**config.mk**
```make
export PLATFORM = sky130hd
export DESIGN_NAME = coolgirl_cfg_ctrl
export DESIGN_NICKNAME = d
export VERILOG_FILES = /design/src/rtl/coolgirl_cfg_pkg.sv /design/src/rtl/coolgirl_cfg_key_fsm.sv /design/src/rtl/coolgirl_cfg_ctrl.sv
export SDC_FILE = /design/constraint.sdc
export NUM_CORES = 1
export LEC_CHECK = 0
export CAP_MARGIN = 5
export CORE_MARGIN = 2
export CORE_UTILIZATION = 54
export DETAILED_ROUTE_END_ITERATION = 12
export PLACE_DENSITY = 0.86
export SYNTH_ARGS = -nofsm -noshare
export SYNTH_HDL_FRONTEND = slang
export SYNTH_SLANG_ARGS = --single-unit
```
**constraint.sdc**
```tcl
create_clock -name m2 -period 6.5 [get_ports m2]
set_clock_uncertainty 0.05 [all_clocks]
set_input_delay 1.3 -clock m2 [delete_from_list [all_inputs] [get_ports m2]]
set_output_delay 1.3 -clock m2 [all_outputs]
set_load 0.1 [all_outputs]
```
**src/rtl/coolgirl_cfg_pkg.sv**
```systemverilog
// Shared definitions for the multicart configuration controller: register indices, bit positions, key FSM states.
// Used by coolgirl_cfg_ctrl and coolgirl_cfg_key_fsm (the latter only when CFG_UNLOCK_KEY_EN is defined).
package coolgirl_cfg_pkg;

  localparam logic [2:0] CFG_R_BASE_LO  = 3'd0;
  localparam logic [2:0] CFG_R_BASE_HI  = 3'd1;
  localparam logic [2:0] CFG_R_CPU_MASK = 3'd2;
  localparam logic [2:0] CFG_R_CHR_MASK = 3'd3;
  localparam logic [2:0] CFG_R_MAPPER   = 3'd4;
  localparam logic [2:0] CFG_R_MISC     = 3'd5;
  localparam logic [2:0] CFG_R_CTRL     = 3'd6;
  localparam logic [2:0] CFG_R_KEY      = 3'd7;

  // R5 layout: {map_rom_on_6000, prg_we, chr_we, sram_page[1:0], sram_en, mirroring[1:0]}
  localparam int R5_MIRR     = 0;
  localparam int R5_SRAM_EN  = 2;
  localparam int R5_SRAM_PG  = 3;
  localparam int R5_CHR_WE   = 5;
  localparam int R5_PRG_WE   = 6;
  localparam int R5_MAP6000  = 7;

  localparam int R6_COMMIT   = 0;
  localparam int R6_LOCK     = 7;

  localparam logic [7:0] DEF_KEY0 = 8'hA5;
  localparam logic [7:0] DEF_KEY1 = 8'h5A;

  typedef enum logic [1:0] {
    KEY_IDLE = 2'd0,
    KEY_K1   = 2'd1,
    KEY_OPEN = 2'd2
  } key_state_t;

  typedef struct packed {
    logic [12:0] base;
    logic [4:0]  cpu_mask;
    logic [4:0]  chr_mask;
    logic [4:0]  mapper;
    logic [2:0]  flags;
    logic [1:0]  mirroring;
    logic        sram_en;
    logic [1:0]  sram_page;
    logic        chr_we;
    logic        prg_we;
    logic        map6000;
  } cfg_regs_t;

endpackage

```
**src/rtl/coolgirl_cfg_key_fsm.sv**
```systemverilog
// Two-byte unlock sequence on R7 gating configuration access; OPEN is sticky until reset.
// Latency: cfg_open rises on the negedge that accepts KEY1; no backpressure.
module coolgirl_cfg_key_fsm
  import coolgirl_cfg_pkg::*;
#(
  parameter logic [7:0] KEY0 = DEF_KEY0,
  parameter logic [7:0] KEY1 = DEF_KEY1
) (
  input  logic       m2,
  input  logic       rst,
  input  logic       i_strobe,
  input  logic [2:0] i_idx,
  input  logic [7:0] i_data,
  output logic       o_cfg_open
);

  key_state_t r_state;
  logic       r_open;
  logic       w_key_wr;

  assign w_key_wr   = i_strobe & (i_idx == CFG_R_KEY);
  assign o_cfg_open = r_open;

  always_ff @(negedge m2 or posedge rst) begin
    if (rst) begin
      r_state <= KEY_IDLE;
      r_open  <= 1'b0;
    end else if (i_strobe) begin
      case (r_state)
        KEY_IDLE: begin
          if (w_key_wr && i_data == KEY0) r_state <= KEY_K1;
        end
        KEY_K1: begin
          // A repeated KEY0 keeps the partial match; anything else on the page starts over.
          if (w_key_wr && i_data == KEY1) begin
            r_state <= KEY_OPEN;
            r_open  <= 1'b1;
          end else if (!(w_key_wr && i_data == KEY0)) begin
            r_state <= KEY_IDLE;
          end
        end
        KEY_OPEN: r_state <= KEY_OPEN;
        default:  r_state <= KEY_IDLE;
      endcase
    end
  end

endmodule

```
**src/rtl/coolgirl_cfg_ctrl.sv**
```systemverilog
// $5000-$5007 shadow config registers with atomic commit (R6) and sticky lockout; optional CFG_UNLOCK_KEY_EN key gate.
// Latency: live outputs change on the committing negedge of m2; CPU bus has no backpressure, blocked writes are dropped.
module coolgirl_cfg_ctrl
  import coolgirl_cfg_pkg::*;
#(
  parameter logic [2:0] CFG_PAGE = 3'b101,
  parameter logic [7:0] KEY0     = DEF_KEY0,
  parameter logic [7:0] KEY1     = DEF_KEY1
) (
  input  logic        m2,
  input  logic        rst,
  input  logic        romsel,
  input  logic        cpu_rw_in,
  input  logic [14:0] cpu_addr_in,
  input  logic [7:0]  cpu_data_in,
  output logic [12:0] cpu_base,
  output logic [4:0]  cpu_mask,
  output logic [4:0]  chr_mask,
  output logic [4:0]  mapper,
  output logic [2:0]  flags,
  output logic [1:0]  mirroring,
  output logic        sram_enabled,
  output logic        chr_write_enabled,
  output logic        prg_write_enabled,
  output logic        map_rom_on_6000,
  output logic [1:0]  sram_page,
  output logic        lockout,
  output logic        cfg_pending,
  output logic        cfg_open
);

  cfg_regs_t  r_shadow;
  cfg_regs_t  r_live;
  logic       r_lockout;
  logic       r_pending;
  logic       w_cw;
  logic       w_open;
  logic       w_acc;
  logic [2:0] w_idx;
  logic       w_unused;

  assign w_cw  = romsel & ~cpu_rw_in & (cpu_addr_in[14:12] == CFG_PAGE);
  assign w_idx = cpu_addr_in[2:0];
  assign w_acc = w_cw & w_open & ~r_lockout;

`ifdef CFG_UNLOCK_KEY_EN
  coolgirl_cfg_key_fsm #(
    .KEY0 (KEY0),
    .KEY1 (KEY1)
  ) u_key_fsm (
    .m2         (m2),
    .rst        (rst),
    .i_strobe   (w_cw & ~r_lockout),
    .i_idx      (w_idx),
    .i_data     (cpu_data_in),
    .o_cfg_open (w_open)
  );
  assign w_unused = &{1'b0, cpu_addr_in[11:3]};
`else
  assign w_open   = 1'b1;
  assign w_unused = &{1'b0, cpu_addr_in[11:3], KEY0, KEY1};
`endif

  always_ff @(negedge m2 or posedge rst) begin
    if (rst) begin
      r_shadow  <= '0;
      r_live    <= '0;
      r_lockout <= 1'b0;
      r_pending <= 1'b0;
    end else if (w_acc) begin
      case (w_idx)
        CFG_R_BASE_LO:  r_shadow.base[7:0]  <= cpu_data_in;
        CFG_R_BASE_HI:  r_shadow.base[12:8] <= cpu_data_in[4:0];
        CFG_R_CPU_MASK: r_shadow.cpu_mask   <= cpu_data_in[4:0];
        CFG_R_CHR_MASK: r_shadow.chr_mask   <= cpu_data_in[4:0];
        CFG_R_MAPPER: begin
          r_shadow.mapper <= cpu_data_in[4:0];
          r_shadow.flags  <= cpu_data_in[7:5];
        end
        CFG_R_MISC: begin
          r_shadow.mirroring <= cpu_data_in[R5_MIRR +: 2];
          r_shadow.sram_en   <= cpu_data_in[R5_SRAM_EN];
          r_shadow.sram_page <= cpu_data_in[R5_SRAM_PG +: 2];
          r_shadow.chr_we    <= cpu_data_in[R5_CHR_WE];
          r_shadow.prg_we    <= cpu_data_in[R5_PRG_WE];
          r_shadow.map6000   <= cpu_data_in[R5_MAP6000];
        end
        CFG_R_CTRL: begin
          // Commit and lock in the same write: the copy still lands, then everything freezes.
          if (cpu_data_in[R6_COMMIT]) begin
            r_live    <= r_shadow;
            r_pending <= 1'b0;
          end
          if (cpu_data_in[R6_LOCK]) r_lockout <= 1'b1;
        end
        default: ;
      endcase
      if (w_idx <= CFG_R_MISC) r_pending <= 1'b1;
    end
  end

  assign cpu_base          = r_live.base;
  assign cpu_mask          = r_live.cpu_mask;
  assign chr_mask          = r_live.chr_mask;
  assign mapper            = r_live.mapper;
  assign flags             = r_live.flags;
  assign mirroring         = r_live.mirroring;
  assign sram_enabled      = r_live.sram_en;
  assign sram_page         = r_live.sram_page;
  assign chr_write_enabled = r_live.chr_we;
  assign prg_write_enabled = r_live.prg_we;
  assign map_rom_on_6000   = r_live.map6000;
  assign lockout           = r_lockout;
  assign cfg_pending       = r_pending;
  assign cfg_open          = w_open;

endmodule

```
==> results of run 1 <==
[Yosys cell counts (all sizes together)]
library cell  number
a211o              1
a31o               1
buf                8
conb               1
dfrtn             80
inv                3
mux2              78
nand2              3
nand2b             3
nand4bb            2
nor2               2
nor3               2
nor4               4
nor4b              1
o41ai              1
[layer usage]
layer,up-vias,GRT usage (%),routed length [µm],share of wire (%)
met3,9,4.382,284,5.0
met4,0,10.68,106,1.9
li1,834,-,-,-
met1,923,25.13,2537,45
met5,-,0,0,0
met2,43,30.33,2722,48
[flip-flops by register name, summed over array words and instances (netlist names), 2 cells and up]
signal and cells:
cpu_mask 5, mapper 5, sram_page 2, r_shadow 39
flags 3, cpu_base 13, mirroring 2, chr_mask 5
[cell families (layout without fill, tap and decap cells)]
logic type | after synthesis | after routing | share of synthesized area [%]
flops | 80 | 80 | 63.22
compound gates | 3 | 3 | 0.8299
mux | 78 | 78 | 27.74
simple gates | 17 | 17 | 5.966
buf+inv | 11 | 91 | 2.133
other cells | 1 | 1 | 0.1184
[stage by stage]
stage          total power, mW  util [%]
2_1_floorplan           0.6135         -
3_3_place_gp            0.6458     68.73
3_5_place_dp            0.6502     68.73
4_1_cts                  1.044     72.66
5_1_grt                  1.073     72.66
6_report                 1.033     72.66
[power by group through the flow]
stage / Sequential [mW] / Clock [mW] / Combinational [mW]
final: 0.538 / 0.394 / 0.102
after global routing: 0.541 / 0.424 / 0.108
after CTS: 0.538 / 0.403 / 0.103
after detailed placement: 0.547 / 0 / 0.103
after global placement: 0.546 / 0 / 0.100
after floorplan: 0.572 / 0 / 0.0411
[worst max path at each step]
stage | to | startpoint | depth (start not counted) | slack (ns)
final | mapper[4] | cpu_addr_in[13] | 6 | 0.40
after global routing | mapper[4] | cpu_rw_in | 6 | 0.35
after CTS | mapper[4] | cpu_addr_in[13] | 6 | 0.41
after detailed placement | mapper[4] | cpu_addr_in[13] | 6 | 0.06
after global placement | mapper[1] | cpu_addr_in[13] | 6 | 0.08
after floorplan | chr_mask[0] | cpu_addr_in[13] | 6 | 0.50
[worst reg2reg max path, delay by kind of cell, from the launching register on]
| kind | cells | cell delay (ns) |
|---|---|---|
| flops | 1 | 0.36 |
| buf+inv | 1 | 0.25 |
| simple gates | 2 | 0.54 |
| mux | 1 | 0.39 |
[layout make-up]
class / count / area [µm²] / share of cell area, %
multi-input combinational: 99 / 1104 / 27.25
sequential: 80 / 2002 / 49.43
clock inverter: 7 / 95.09 / 2.348
clock buffer: 9 / 123.9 / 3.058
inverter: 3 / 15.01 / 0.3707
timing repair buffer: 72 / 620.6 / 15.32
tap: 72 / 90.09 / 2.224
==> summary.md, run 1 <==
| Metric | Value |
|---|---|
| Gpl congestion | around 0.72 |
| Psw | 252.9 µW |
| Total CTS buffers | 9 |
| Antenna-violating nets left | 0 |
| Seq/Total Area, Yosys | between 60% and 70% |
| Crit path DAT | ~3.0 ns |
| Die Y | around 81 µm |
| Post_cts resized | 0 |
| Cell Chain, Critical Path | clkdlybuf4s50_1 > nand4bb_1 > buf_12 > nor3_4 > buf_12 > mux2_2 |
| Worst path top cell family by delay | buffers and inverters |
| Cells on worst reg2reg path | 4 |
| Most frequent cells in the layout | 80 x dfrtn_1, 77 x mux2_2, 52 x buf_4 |
| Placement Setup Slack | 0.05509 ns |
| Iter 0 DRT Violations | 66 |
| P_leak | 2.060 nW |
| Placed Instances | 326 |
| Synth area leader | dfrtn_1 |
| Reg2reg start | lockout |
| Initial antenna violation count | 0 |
| VDD IR max | about 0.16 mV |
| HP Class | reg2reg |
| Vias in the first global route | ~1900 |
| Net count after synthesis | ~220 |
| Number of vias after detailed routing | about 1800 |
| Hold Path End | cpu_mask[4] |
| Antenna cells | 0 |
| Hold Path Depth | 1 |
| Comb power frac | approximately 9.8% |
| Max-Cap Viols | 0 |
| Cell area after layout | between 4000 and 5000 µm² |
| WHS | 0.3982 ns |
| Via/cell ratio | 5.289 |
| Clock power frac | 38.1% |
| Overflow after GRT | 0 |
| HPWL Detailed | 3950 µm |
| Final hold violations | 0 |
| Post-CTS setup buffers | 0 |
| Remaining DRCs | 0 |
| CP Class | in2reg |
| Crit-path slowest cell | clkdlybuf4s50_1 |
| Synth top area share | between 60% and 70% |
| Flip-flop and latch count after synthesis | 80 |
| CP required | 3.37 ns |
| Commonest non-fill, non-tap cell in the layout | dfrtn_1 |
| Internal power | between 700 and 800 µW |
| Final WL | between 5000 and 6000 µm |
| Setup ws final | around 0.4 ns |
| Cell mode on critical path | buf_12 |
| Syn Inst Count | 190 |
| Largest stage delay on the critical path | between 0.3 and 0.4 ns |
| CP max FO | 39 |
| Switching share of total power | approximately a quarter |
| Reg-to-reg slack, setup | between 4 and 5 ns |
| Setup violators final | 0 |
| Pwr Density | between 200 and 300 nW/µm² |
| Post-synthesis area per instance | between 15 and 20 µm² |
| RSZ-0062 raised after global routing | no |
| Worst Setup Start Kind | primary input |
| Clk sink count | 80 |
| CTS tree | done |
| # nets final | slightly below 300 |
| CTS Hold Buffers Added | 0 |
| Root buffer cell | clkbuf_8 |
| Fillers | around 400 |
| Synth top area cells | dfrtn_1 63%, mux2_2 27%, nor4_4 2.7% |
| Unique masters post-synth | 18 |
| First-pass GRT wire length | between 9000 and 10000 µm |
| Port Buffers | 58 |
| Clk slew on worst S/H paths | approximately 0.05 ns |
| Starting density of the core | between 50% and 60% |
| Non-Filler Instances | between 300 and 400 |
| Setup crit end kind | flip-flop |
| Worst r2r dst | mapper[4] |
| GRT Util Overall | about a fifth |
| Yosys warning count | 0 |
| Buffers & Inverters on Critical Path | 3 |
| Sequential Power Share | between 50 and 60% |
| Pin count of the biggest net entering global routing | 81 |
| Clock latency on the worst-skew pair | ~0.33 ns |
| Routed wire per std cell | 16.52 µm |
| IO Count | 69 |
| Std-Cell Rows | 27 |
| Core area | approximately 5600 µm² |
| Area grow syn2layout | 27.89% |
| Placed Instance Area | around 3800 µm² |
| Die width | just over 80 µm |
| Die ar. | 6493 µm² |
| Syn Std Cell Area | around 3200 µm² |
| Worst hold path startpoint | r_shadow[25] |
| H-Tree Depth | 3 |
| Share of post-route cells with drive strength above 1 | 58.15% |
| Status | completed |
| First-pass iteration count of the detailed router | 4 |
| Slew Limit Fails | 0 |
| Maximum root-to-sink buffer count | 2 |
| Setup TNS | 0 ns |
Note: power is estimated with default switching activity, not from simulation.
==> inputs of run 2 (changes only) <==
CAP_MARGIN = 20   (was 5)
==> results of run 2 <==
No change in the layout: final DEF, timing and power equal those of run 1.
